**src/rtl/member_slot_tracker_pkg.sv**
```systemverilog
// Shared encodings and default sizing for the member slot tracker.
// Class codes, FSM states and slot geometry live here so every file agrees on them.
package member_slot_tracker_pkg;

    localparam int NP_SLOTS_DEF  = 32;
    localparam int VIP_SLOTS_DEF = 8;
    localparam int SLOT_W        = 5;
    localparam int NP_CNT_W      = 6;
    localparam int VIP_CNT_W     = 4;

    typedef enum logic [1:0] {
        CLS_NORMAL = 2'd0,
        CLS_VIP    = 2'd1,
        CLS_VVIP   = 2'd2,
        CLS_BAD    = 2'd3
    } op_class_e;

    typedef enum logic {
        IDLE = 1'b0,
        SNAP = 1'b1
    } state_e;

endpackage

```
**src/rtl/member_slot_tracker_if.sv**
```systemverilog
// Request, response and snapshot handshakes between a requester/comparator side
// (master) and the slot tracker (slave).
interface member_slot_tracker_if;
    import member_slot_tracker_pkg::*;

    logic              op_valid;
    logic              op_ready;
    logic              op_leave;
    logic [1:0]        op_class;
    logic [SLOT_W-1:0] op_slot;
    logic              rsp_valid;
    logic              rsp_err;
    logic [SLOT_W-1:0] rsp_slot;
    logic              snap_valid;
    logic              snap_ready;

    modport master (
        output op_valid, op_leave, op_class, op_slot, snap_ready,
        input  op_ready, rsp_valid, rsp_err, rsp_slot, snap_valid
    );

    modport slave (
        input  op_valid, op_leave, op_class, op_slot, snap_ready,
        output op_ready, rsp_valid, rsp_err, rsp_slot, snap_valid
    );

endinterface

```
**src/rtl/lowest_zero_enc.sv**
```systemverilog
// Finds the lowest-index clear bit of a vector; full flags that no bit is clear.
module lowest_zero_enc #(
    parameter int W  = 8,
    parameter int IW = (W > 1) ? $clog2(W) : 1
) (
    input  logic [W-1:0]  vec,
    output logic [IW-1:0] idx,
    output logic          full
);

    // Scan from the top down so the lowest clear bit is the last one written.
    always_comb begin
        idx = {IW{1'b0}};
        for (int i = W - 1; i >= 0; i--) begin
            idx = vec[i] ? idx : IW'(i);
        end
        full = &vec;
    end

endmodule

```
**src/rtl/member_slot_tracker.sv**
```systemverilog
// Tracks normal/vip/vvip slot occupancy from serial arrive/leave requests and
// offers each updated set of vectors to the comparator through a snapshot handshake.
module member_slot_tracker
    import member_slot_tracker_pkg::*;
#(
    parameter int NP_SLOTS  = NP_SLOTS_DEF,
    parameter int VIP_SLOTS = VIP_SLOTS_DEF
) (
    input  logic                 clk,
    input  logic                 rst_n,
    member_slot_tracker_if.slave bus,
    output logic [NP_SLOTS-1:0]  np,
    output logic [VIP_SLOTS-1:0] vip,
    output logic                 vvip,
    output logic [NP_CNT_W-1:0]  np_cnt,
    output logic [VIP_CNT_W-1:0] vip_cnt
);

    localparam int NP_IW  = $clog2(NP_SLOTS);
    localparam int VIP_IW = $clog2(VIP_SLOTS);

    state_e                state_r, state_nxt_s;
    logic [NP_SLOTS-1:0]   np_r, np_nxt_s;
    logic [VIP_SLOTS-1:0]  vip_r, vip_nxt_s;
    logic                  vvip_r, vvip_nxt_s;
    logic [NP_CNT_W-1:0]   np_cnt_r, np_cnt_nxt_s;
    logic [VIP_CNT_W-1:0]  vip_cnt_r, vip_cnt_nxt_s;
    logic                  op_ready_r, snap_valid_r;
    logic                  rsp_valid_r, rsp_err_r;
    logic [SLOT_W-1:0]     rsp_slot_r, slot_s;
    logic                  accept_s, err_s, upd_s;
    logic [NP_IW-1:0]      np_idx_s;
    logic [VIP_IW-1:0]     vip_idx_s;
    logic                  np_full_s, vip_full_s;

    lowest_zero_enc #(.W(NP_SLOTS)) u_np_enc (
        .vec  (np_r),
        .idx  (np_idx_s),
        .full (np_full_s)
    );

    lowest_zero_enc #(.W(VIP_SLOTS)) u_vip_enc (
        .vec  (vip_r),
        .idx  (vip_idx_s),
        .full (vip_full_s)
    );

    assign accept_s = bus.op_valid & op_ready_r;
    assign upd_s    = accept_s & ~err_s;

    // Candidate vector/count update and error decision for the request on the bus.
    always_comb begin
        np_nxt_s      = np_r;
        vip_nxt_s     = vip_r;
        vvip_nxt_s    = vvip_r;
        np_cnt_nxt_s  = np_cnt_r;
        vip_cnt_nxt_s = vip_cnt_r;
        err_s         = 1'b0;
        slot_s        = {SLOT_W{1'b0}};
        case (bus.op_class)
            CLS_NORMAL: begin
                if (bus.op_leave) begin
                    slot_s = bus.op_slot;
                    if ((int'(bus.op_slot) >= NP_SLOTS) || !np_r[bus.op_slot[NP_IW-1:0]]) begin
                        err_s = 1'b1;
                    end else begin
                        np_nxt_s[bus.op_slot[NP_IW-1:0]] = 1'b0;
                        np_cnt_nxt_s = np_cnt_r - NP_CNT_W'(1);
                    end
                end else if (np_full_s) begin
                    err_s = 1'b1;
                end else begin
                    np_nxt_s[np_idx_s] = 1'b1;
                    np_cnt_nxt_s       = np_cnt_r + NP_CNT_W'(1);
                    slot_s             = SLOT_W'(np_idx_s);
                end
            end
            CLS_VIP: begin
                if (bus.op_leave) begin
                    slot_s = bus.op_slot;
                    if ((int'(bus.op_slot) >= VIP_SLOTS) || !vip_r[bus.op_slot[VIP_IW-1:0]]) begin
                        err_s = 1'b1;
                    end else begin
                        vip_nxt_s[bus.op_slot[VIP_IW-1:0]] = 1'b0;
                        vip_cnt_nxt_s = vip_cnt_r - VIP_CNT_W'(1);
                    end
                end else if (vip_full_s) begin
                    err_s = 1'b1;
                end else begin
                    vip_nxt_s[vip_idx_s] = 1'b1;
                    vip_cnt_nxt_s        = vip_cnt_r + VIP_CNT_W'(1);
                    slot_s               = SLOT_W'(vip_idx_s);
                end
            end
            CLS_VVIP: begin
                if (bus.op_leave) begin
                    slot_s = bus.op_slot;
                    if ((bus.op_slot != {SLOT_W{1'b0}}) || !vvip_r) begin
                        err_s = 1'b1;
                    end else begin
                        vvip_nxt_s = 1'b0;
                    end
                end else if (vvip_r) begin
                    err_s = 1'b1;
                end else begin
                    vvip_nxt_s = 1'b1;
                end
            end
            default: begin
                err_s = 1'b1;
            end
        endcase
    end

    // Next-state decode: only a successful update enters SNAP.
    always_comb begin
        state_nxt_s = state_r;
        case (state_r)
            IDLE: begin
                if (upd_s) begin
                    state_nxt_s = SNAP;
                end else begin
                    state_nxt_s = IDLE;
                end
            end
            SNAP: begin
                if (bus.snap_ready) begin
                    state_nxt_s = IDLE;
                end else begin
                    state_nxt_s = SNAP;
                end
            end
            default: begin
                state_nxt_s = IDLE;
            end
        endcase
    end

    // State register with handshake outputs registered from the next state.
    always_ff @(posedge clk or negedge rst_n) begin
        if (!rst_n) begin
            state_r      <= IDLE;
            op_ready_r   <= 1'b1;
            snap_valid_r <= 1'b0;
        end else begin
            state_r      <= state_nxt_s;
            op_ready_r   <= (state_nxt_s == IDLE);
            snap_valid_r <= (state_nxt_s == SNAP);
        end
    end

    // Occupancy vectors and counts change only on a successful accept.
    always_ff @(posedge clk or negedge rst_n) begin
        if (!rst_n) begin
            np_r      <= {NP_SLOTS{1'b0}};
            vip_r     <= {VIP_SLOTS{1'b0}};
            vvip_r    <= 1'b0;
            np_cnt_r  <= {NP_CNT_W{1'b0}};
            vip_cnt_r <= {VIP_CNT_W{1'b0}};
        end else if (upd_s) begin
            np_r      <= np_nxt_s;
            vip_r     <= vip_nxt_s;
            vvip_r    <= vvip_nxt_s;
            np_cnt_r  <= np_cnt_nxt_s;
            vip_cnt_r <= vip_cnt_nxt_s;
        end
    end

    // One-cycle response pulse following each accepted request.
    always_ff @(posedge clk or negedge rst_n) begin
        if (!rst_n) begin
            rsp_valid_r <= 1'b0;
            rsp_err_r   <= 1'b0;
            rsp_slot_r  <= {SLOT_W{1'b0}};
        end else if (accept_s) begin
            rsp_valid_r <= 1'b1;
            rsp_err_r   <= err_s;
            rsp_slot_r  <= slot_s;
        end else begin
            rsp_valid_r <= 1'b0;
            rsp_err_r   <= 1'b0;
            rsp_slot_r  <= {SLOT_W{1'b0}};
        end
    end

    assign bus.op_ready   = op_ready_r;
    assign bus.snap_valid = snap_valid_r;
    assign bus.rsp_valid  = rsp_valid_r;
    assign bus.rsp_err    = rsp_err_r;
    assign bus.rsp_slot   = rsp_slot_r;
    assign np             = np_r;
    assign vip            = vip_r;
    assign vvip           = vvip_r;
    assign np_cnt         = np_cnt_r;
    assign vip_cnt        = vip_cnt_r;

endmodule

```
**src/flat_wrapper.sv**
```systemverilog
// flat-port wrapper written by rule: the top's interface ports become plain ports
module member_slot_tracker_flat import member_slot_tracker_pkg::*;
#(
    parameter int NP_SLOTS  = NP_SLOTS_DEF,
    parameter int VIP_SLOTS = VIP_SLOTS_DEF
)
  (clk, rst_n, np, vip, vvip, np_cnt, vip_cnt, bus_op_valid, bus_op_leave, bus_op_class, bus_op_slot, bus_snap_ready, bus_op_ready, bus_rsp_valid, bus_rsp_err, bus_rsp_slot, bus_snap_valid);
  member_slot_tracker_if bus_i ();
  input  logic clk;
  input  logic rst_n;
  output logic [NP_SLOTS-1:0] np;
  output logic [VIP_SLOTS-1:0] vip;
  output logic vvip;
  output logic [NP_CNT_W-1:0] np_cnt;
  output logic [VIP_CNT_W-1:0] vip_cnt;
  input wire logic [$bits(bus_i.op_valid)-1:0] bus_op_valid;
  input wire logic [$bits(bus_i.op_leave)-1:0] bus_op_leave;
  input wire logic [$bits(bus_i.op_class)-1:0] bus_op_class;
  input wire logic [$bits(bus_i.op_slot)-1:0] bus_op_slot;
  input wire logic [$bits(bus_i.snap_ready)-1:0] bus_snap_ready;
  output wire logic [$bits(bus_i.op_ready)-1:0] bus_op_ready;
  output wire logic [$bits(bus_i.rsp_valid)-1:0] bus_rsp_valid;
  output wire logic [$bits(bus_i.rsp_err)-1:0] bus_rsp_err;
  output wire logic [$bits(bus_i.rsp_slot)-1:0] bus_rsp_slot;
  output wire logic [$bits(bus_i.snap_valid)-1:0] bus_snap_valid;
  assign bus_i.op_valid = bus_op_valid;
  assign bus_i.op_leave = bus_op_leave;
  assign bus_i.op_class = bus_op_class;
  assign bus_i.op_slot = bus_op_slot;
  assign bus_i.snap_ready = bus_snap_ready;
  assign bus_op_ready = bus_i.op_ready;
  assign bus_rsp_valid = bus_i.rsp_valid;
  assign bus_rsp_err = bus_i.rsp_err;
  assign bus_rsp_slot = bus_i.rsp_slot;
  assign bus_snap_valid = bus_i.snap_valid;
  member_slot_tracker #(.NP_SLOTS(NP_SLOTS), .VIP_SLOTS(VIP_SLOTS)) u_core (.clk(clk), .rst_n(rst_n), .bus(bus_i), .np(np), .vip(vip), .vvip(vvip), .np_cnt(np_cnt), .vip_cnt(vip_cnt));
endmodule
```
**config.mk**
```make
export PLATFORM = sky130hd
export DESIGN_NAME = member_slot_tracker_flat
export DESIGN_NICKNAME = d
export VERILOG_FILES = /design/src/rtl/member_slot_tracker_pkg.sv /design/src/rtl/member_slot_tracker_if.sv /design/src/rtl/lowest_zero_enc.sv /design/src/rtl/member_slot_tracker.sv /design/src/flat_wrapper.sv
export SDC_FILE = /design/constraint.sdc
export NUM_CORES = 1
export LEC_CHECK = 0
export CORE_MARGIN = 4
export CORE_UTILIZATION = 45
export DETAILED_ROUTE_END_ITERATION = 10
export GPL_TIMING_DRIVEN = 0
export HOLD_SLACK_MARGIN = 0.05
export PLACE_DENSITY = 0.71
export SYNTH_ARGS = -nofsm -noshare
export SYNTH_HDL_FRONTEND = slang
export SYNTH_SLANG_ARGS = --single-unit
```
**constraint.sdc**
```tcl
create_clock -name clk -period 2.7 [get_ports clk]
set_input_delay 0.27 -clock clk [delete_from_list [all_inputs] [get_ports clk]]
set_output_delay 0.27 -clock clk [all_outputs]
set_load 0.005 [all_outputs]
```
==> impl_metrics.yaml, run 1 <==
min_path:
  min_from: "bus_op_slot[4]"
  worst_hold_path_type: "in -> reg"
  whs_endpoint: "u_core.bus.rsp_slot[4]"
  holdPathStages: 3
yosys:
  yosysSeqAreaShare_pct: 39.48
  synth_cells: 427
  synth-main-ff-cell: "dfrtp_1"
  synth_top_area_share_pct: 38.79
  ys_ff_latch: 60
  ys_types: 68
  synth_edf_count: 0
  synthesis.yosys.warnings: 0
  ys_top_cells_by_count: "o21ai_0, dfrtp_1, nand2_1, nor2_1, inv_1"
  synth.most_common_cell: "o21ai_0"
  synth.net_count: 447
  synthesis.area_mm2: 0.003806
  synth_area_per_cell_um2: 8.914
  async_reset_ff_share_pct: 100.0
  yosysTopAreaCell: "dfrtp_1"
  netlist_top_cells_area: "dfrtp_1, o21ai_0, nand2_1, mux2i_1, nor2_1"
detailed_routing:
  drtIter0Drc: 367
  postRouteWirelength_mm: 12.28
  via_per_inst: 6.287
  drc: 0
  drtAntennaViolNets: 0
  num_vias: 3898
  drtPass1Iterations: 5
  wl_per_cell_um: 19.80
critical_path:
  crit_required_ps: 2980
  r2r-start: "u_core.np[13]"
  cp_top_family: "compound AO/OA/AOI/OAI gates"
  rr_worst_depth: 7
  worst_ep_arrival_time_ps: 2890
  critPathCaptureType: "flip-flop"
  r2r-end: "u_core.np[29]"
  startpoint_type: "flip-flop"
  cp_cell_sequence: "clkbuf_1, a31oi_1, o2111ai_1, a221oi_2, nor2_1, or4b_4, o21ai_2"
  critPathMaxStageDelay_ps: 680
  crit_type: "reg -> reg"
  cp_num_buf_inv: 1
  crit_fanout: 8
  crit_path_top_delay_cell: "or4b_4"
  reg2reg_setup_slack_ps: 80
floorplan:
  ios: 72
  row_count: 33
  design.core.area_mm2: 0.008217
  die_y_um: 99.97
  start_util_pct: 46.32
  die_x_um: 99.97
  die_area_mm2: 0.009993
placed_design:
  dpl_cell_area_mm2: 0.004643
  portBuffers: 69
  hpwl_mm: 8.576
  dp_slack_ps: -349.6
  place.gp.congestion: 0.9357
sta:
  fin_skew_ps: 5.655
  tightest_slew_ps: 645.4
  finalSetupViolCount: 0
  setup_ws_ps: 83.83
  hold_violations: 0
  relSlewSlack_pct: 56.98
  max_freq_mhz: 382.2
  fin_crit_ps: 2616
  rsz0062_at_grt: "true"
  finalSetupTns_ps: 0
  final.period_utilization_pct: 96.90
  slew_viol_final: 0
run:
  drv_cap: 0
layout:
  final_area_mm2: 0.004916
  multi_input_area_mm2: 0.002186
  regArea_mm2: 0.001503
  drive_above_1_share_pct: 10.87
  fillerInstances: 718
  syn2layout_area_growth_pct: 29.16
  final_nets: 530
  final_core_util_pct: 59.83
  antennaDiodeCount: 0
global_route:
  grt_pass1_vias: 3641
  antenna_found_initial: 0
  grt_overflow: 0
  grt_max_degree: 34
  grt_pass1_wl_mm: 19.42
  grt_usage_pct: 24.74
clocking:
  clockBufferDepth: 2
  cts_tree: "built"
  numCtsBuffers: 9
  numClockSinks: 60
  clkTransAtPathRegs_ps: 70
  h-tree-depth: 3
  clock-root-buffer: "clkbuf_8"
  clk_latency_ps: 350
power_and_ir_drop:
  vdd_drop_max_mv: 0.2575
  finalPower_uw: 2948
  powerDensity_mw_per_mm2: 599.6
  p_leak_uw: 0.001947
status:
  status: "finished clean"
## per-layer routing
| metal | vias up | global-route usage [%] | wire length [um] | part of all wire, % |
|---|---|---|---|---|
| li1 | 1765 | - | - | - |
| met2 | 238 | 36.79 | 5445 | 44 |
| met5 | - | 0 | 0 | 0 |
| met3 | 32 | 3.961 | 1136 | 9.3 |
| met4 | 0 | 7.983 | 300 | 2.4 |
| met1 | 1863 | 36.87 | 5394 | 44 |
## through the flow
step | std cells | hold slack (ps)
2_1_floorplan | 427 | -25.59
3_3_place_gp | 601 | 456.2
3_5_place_dp | 602 | 325.0
4_1_cts | 619 | 372.4
5_1_grt | 620 | 404.0
6_report | 620 | 375.1
## tightest hold or removal path, stage by stage
cell	delay, ps
buf_2	180
a31oi_1	130
nor2_1	100
## power by group
part           switching, uW  total [uW]  leakage [uW]  internal (uW)
logic                    444         935       0.00107            490
clock network            378         852      0.000102            474
registers                141        1160      0.000770           1020
## flip-flops by register name, summed over array words and instances, names as in the netlist
| signal | count |
|---|---|
| u_core.bus.rsp_err | 1 |
| u_core.bus.rsp_valid | 1 |
| u_core.bus.rsp_slot | 5 |
| u_core.vvip | 1 |
| u_core.state_r | 1 |
| u_core.vip_cnt | 4 |
| u_core.np_cnt | 6 |
| u_core.vip | 8 |
| u_core.np | 32 |
| u_core.bus.op_ready | 1 |
## worst max path at each step
stage / start / to / slack [ps] / depth (start not counted)
6_report: u_core.np[13] / u_core.np[29] / 80 / 7
4_1_cts: bus_op_slot[1] / u_core.np[4] / 10 / 10
3_5_place_dp: bus_op_slot[1] / u_core.np[4] / -350 / 10
2_1_floorplan: bus_op_slot[0] / u_core.np[25] / 510 / 8
3_3_place_gp: rst_n / u_core.np_cnt[0] / -520 / 1
5_1_grt: u_core.np[13] / u_core.np[5] / -10 / 7
## area by class of cell
type                    instances  area share, %
multi-input cells             333          44.46
clock buffers                  12          3.156
clock inverters                 4         0.9672
plain buffers                  15          1.883
flip-flops and latches         60          30.57
well taps                     105          2.672
repair buffers                 72          14.76
inverters                      19          1.527
## cell families after synthesis
kind of cell | count (synthesis) | share of synthesized area, %
AOI/OAI and AO/OA | 161 | 26.40
xor gates and xnor gates | 10 | 2.301
adders and majority gates | 8 | 3.024
buffers and inverters | 34 | 4.273
DFF | 60 | 39.48
muxes | 14 | 5.621
and+or+nand+nor | 140 | 18.90
## what timing repair did
| item | 4_1_cts | 5_1_grt |
|---|---|---|
| setup endpoints to repair | 0 | 36 |
| hold buffers | 1 | 0 |
| gates resized for setup | 0 | 12 |
| hold endpoints to repair | 26 | 0 |
| setup buffers | 0 | 1 |
## placed cells by master, fill, tap and decap left out, types with 5 or more instances in the layout
cell type         n
xnor2_1           5
inv_1            18
nor2_1           23
mux2i_1           9
nand2b_1          6
a31oi_1          11
a21oi_1          16
o21ai_2           8
nor2b_1           5
o21ai_0          81
clkdlybuf4s50_1  67
buf_2             5
nor3_1            7
ha_1              6
xor2_1            5
nand2_1          50
clkbuf_8         11
nand4_1          10
dfrtp_1          59
clkbuf_1          7
nand3_1           8
Power figures use the tool's default switching activity.
==> run 2: changes to the inputs <==
CORE_ASPECT_RATIO = 0.6   (was not set)
CORE_UTILIZATION = 30   (was 45)
PLACE_DENSITY = not set   (was 0.71)
==> impl_metrics.yaml, run 2 (synthesized netlist as in run 1, its figures left out) <==
status:
  status: "finished clean"
clocking:
  clk_latency_ps: 340
  h-tree-depth: 3
  clkTransAtPathRegs_ps: 50
  numClockSinks: 60
  cts_tree: "built"
  numCtsBuffers: 9
  clockBufferDepth: 2
  clock-root-buffer: "clkbuf_16"
global_route:
  antenna_found_initial: 0
  grt_usage_pct: 19.30
  grt_overflow: 0
  grt_pass1_vias: 3727
  grt_max_degree: 32
  grt_pass1_wl_mm: 21.73
detailed_routing:
  wl_per_cell_um: 20.78
  postRouteWirelength_mm: 14.13
  drtAntennaViolNets: 0
  num_vias: 3964
  drtPass1Iterations: 4
  drc: 0
  via_per_inst: 5.829
  drtIter0Drc: 465
layout:
  antennaDiodeCount: 0
  final_nets: 530
  syn2layout_area_growth_pct: 34.88
  stdcell_count: 680
  layout_commonest_cell: "o21ai_0"
  drive_above_1_share_pct: 11.26
  final_core_util_pct: 42.02
  fillerInstances: 1206
  final_cell_mix: "o21ai_0, clkdlybuf4s50_1, dfrtp_1, nand2_1, nor2_1"
  largest_register_ffs: 32
power_and_ir_drop:
  internal_power_uw: 2346
  combPwrFrac_pct: 28.7
  clockPowerShare_pct: 37.0
  vdd_drop_max_mv: 0.2935
  switching_share_pct: 30.61
  p_seq_share_pct: 34.3
  p_leak_uw: 0.001999
  power.switching_uw: 1035
  powerDensity_mw_per_mm2: 658.6
sta:
  final.period_utilization_pct: 97.42
  slew_viol_final: 0
  holdWs_ps: 409.7
  rsz0062_at_grt: "true"
  finalSetupViolCount: 0
  hold_violations: 0
  tightest_slew_ps: 688.7
  fin_crit_ps: 2630
  max_freq_mhz: 380.2
  fin_skew_ps: 9.750
  relSlewSlack_pct: 53.74
placed_design:
  portBuffers: 69
  dp_cells: 662
  place.gp.congestion: 0.9718
  hpwl_mm: 10.45
floorplan:
  die_x_um: 153.4
  design.core.area_mm2: 0.01222
  ios: 72
  start_util_pct: 31.15
  row_count: 31
  die_y_um: 95.25
  die_area_mm2: 0.01461
critical_path:
  critPathCaptureType: "flip-flop"
  crit_fanout: 10
  worst_ep_arrival_time_ps: 2890
  crit_type: "in -> reg"
  startpoint_type: "input pin"
  critPathMaxStageDelay_ps: 600
  crit_required_ps: 2950
  cp_num_buf_inv: 3
  cp_top_family: "simple AND/OR/NAND/NOR gates"
  cp_cell_sequence: "clkdlybuf4s50_1, buf_2, nor2_1, a22oi_1, nand3_2, o311a_1, buf_6, a21o_4, or4b_4, o21ai_2"
  crit_path_top_delay_cell: "or4b_4"
run:
  drv_cap: 0
min_path:
  worst_hold_path_type: "in -> reg"
[run 2: path summary, 6_finish.rpt]
path / depth (start not counted) / slack, ps / startpoint / endpoint
hold reg to reg: 1 / 470 / u_core.vip_cnt[3] / u_core.vip_cnt[3]
setup / recovery: 10 / 70 / bus_op_slot[3] / u_core.np[29]
setup reg to reg: 7 / 90 / u_core.np[13] / u_core.np[29]
max in group asynchronous: 3 / 1570 / rst_n / u_core.vip[7]
hold / removal: 3 / 410 / bus_op_slot[4] / u_core.bus.rsp_slot[4]
min in group asynchronous: 2 / 520 / rst_n / u_core.np_cnt[1]
[run 2: power groups by stage]
| stage | Sequential [uW] | Combinational [uW] | Clock (uW) |
|---|---|---|---|
| after global routing | 1180 | 1060 | 1310 |
| after detailed placement | 1170 | 923 | 0 |
| after CTS | 1160 | 943 | 1270 |
| after floorplan | 1150 | 494 | 0 |
| after global placement | 1170 | 908 | 0 |
| final | 1160 | 969 | 1250 |
[run 2: cell type report]
type / instances / area [um^2] / area share, %
clock buffers: 10 / 239.0 / 4.655
repair buffers: 72 / 720.7 / 14.04
flip-flops and latches: 60 / 1503 / 29.27
multi-input cells: 333 / 2211 / 43.07
inverters: 19 / 72.57 / 1.414
plain buffers: 15 / 93.84 / 1.828
clock inverters: 6 / 87.58 / 1.706
well taps: 165 / 206.4 / 4.021
[run 2: layer usage]
layer	global-route usage, %	wire length (um)
met1	29.95	6792
met2	25.59	5462
met3	6.259	1725
met4	4.188	146
met5	0	0
[run 2: per-stage QoR]
step	worst slack (ps)	area (um^2)	setup TNS (ps)	total power, uW
2_1_floorplan	507.2	3806	0	1646
3_3_place_gp	-549.8	4703	-48870	2076
3_5_place_dp	-565.6	4718	-17250	2093
4_1_cts	62.58	5079	0	3371
5_1_grt	-22.65	5134	-100.7	3554
6_report	69.67	5134	0	3381
[run 2: what timing repair did]
action,in CTS,in global routing
hold buffers,1,0
setup endpoints to repair,34,43
resized for setup,7,12
pin swaps,2,1
endpoints found under the hold margin,28,0
setup buffers,1,0
[run 2: tightest hold or removal path, cell delays in order]
cell and delay, ps:
buf_2 210, a31oi_1 120, nor2_1 90
==> run 3: changes to the inputs <==
CTS_CLUSTER_SIZE = 30   (was not set)
==> results of run 3 <==
No change in the layout: final DEF, timing and power equal those of run 2.
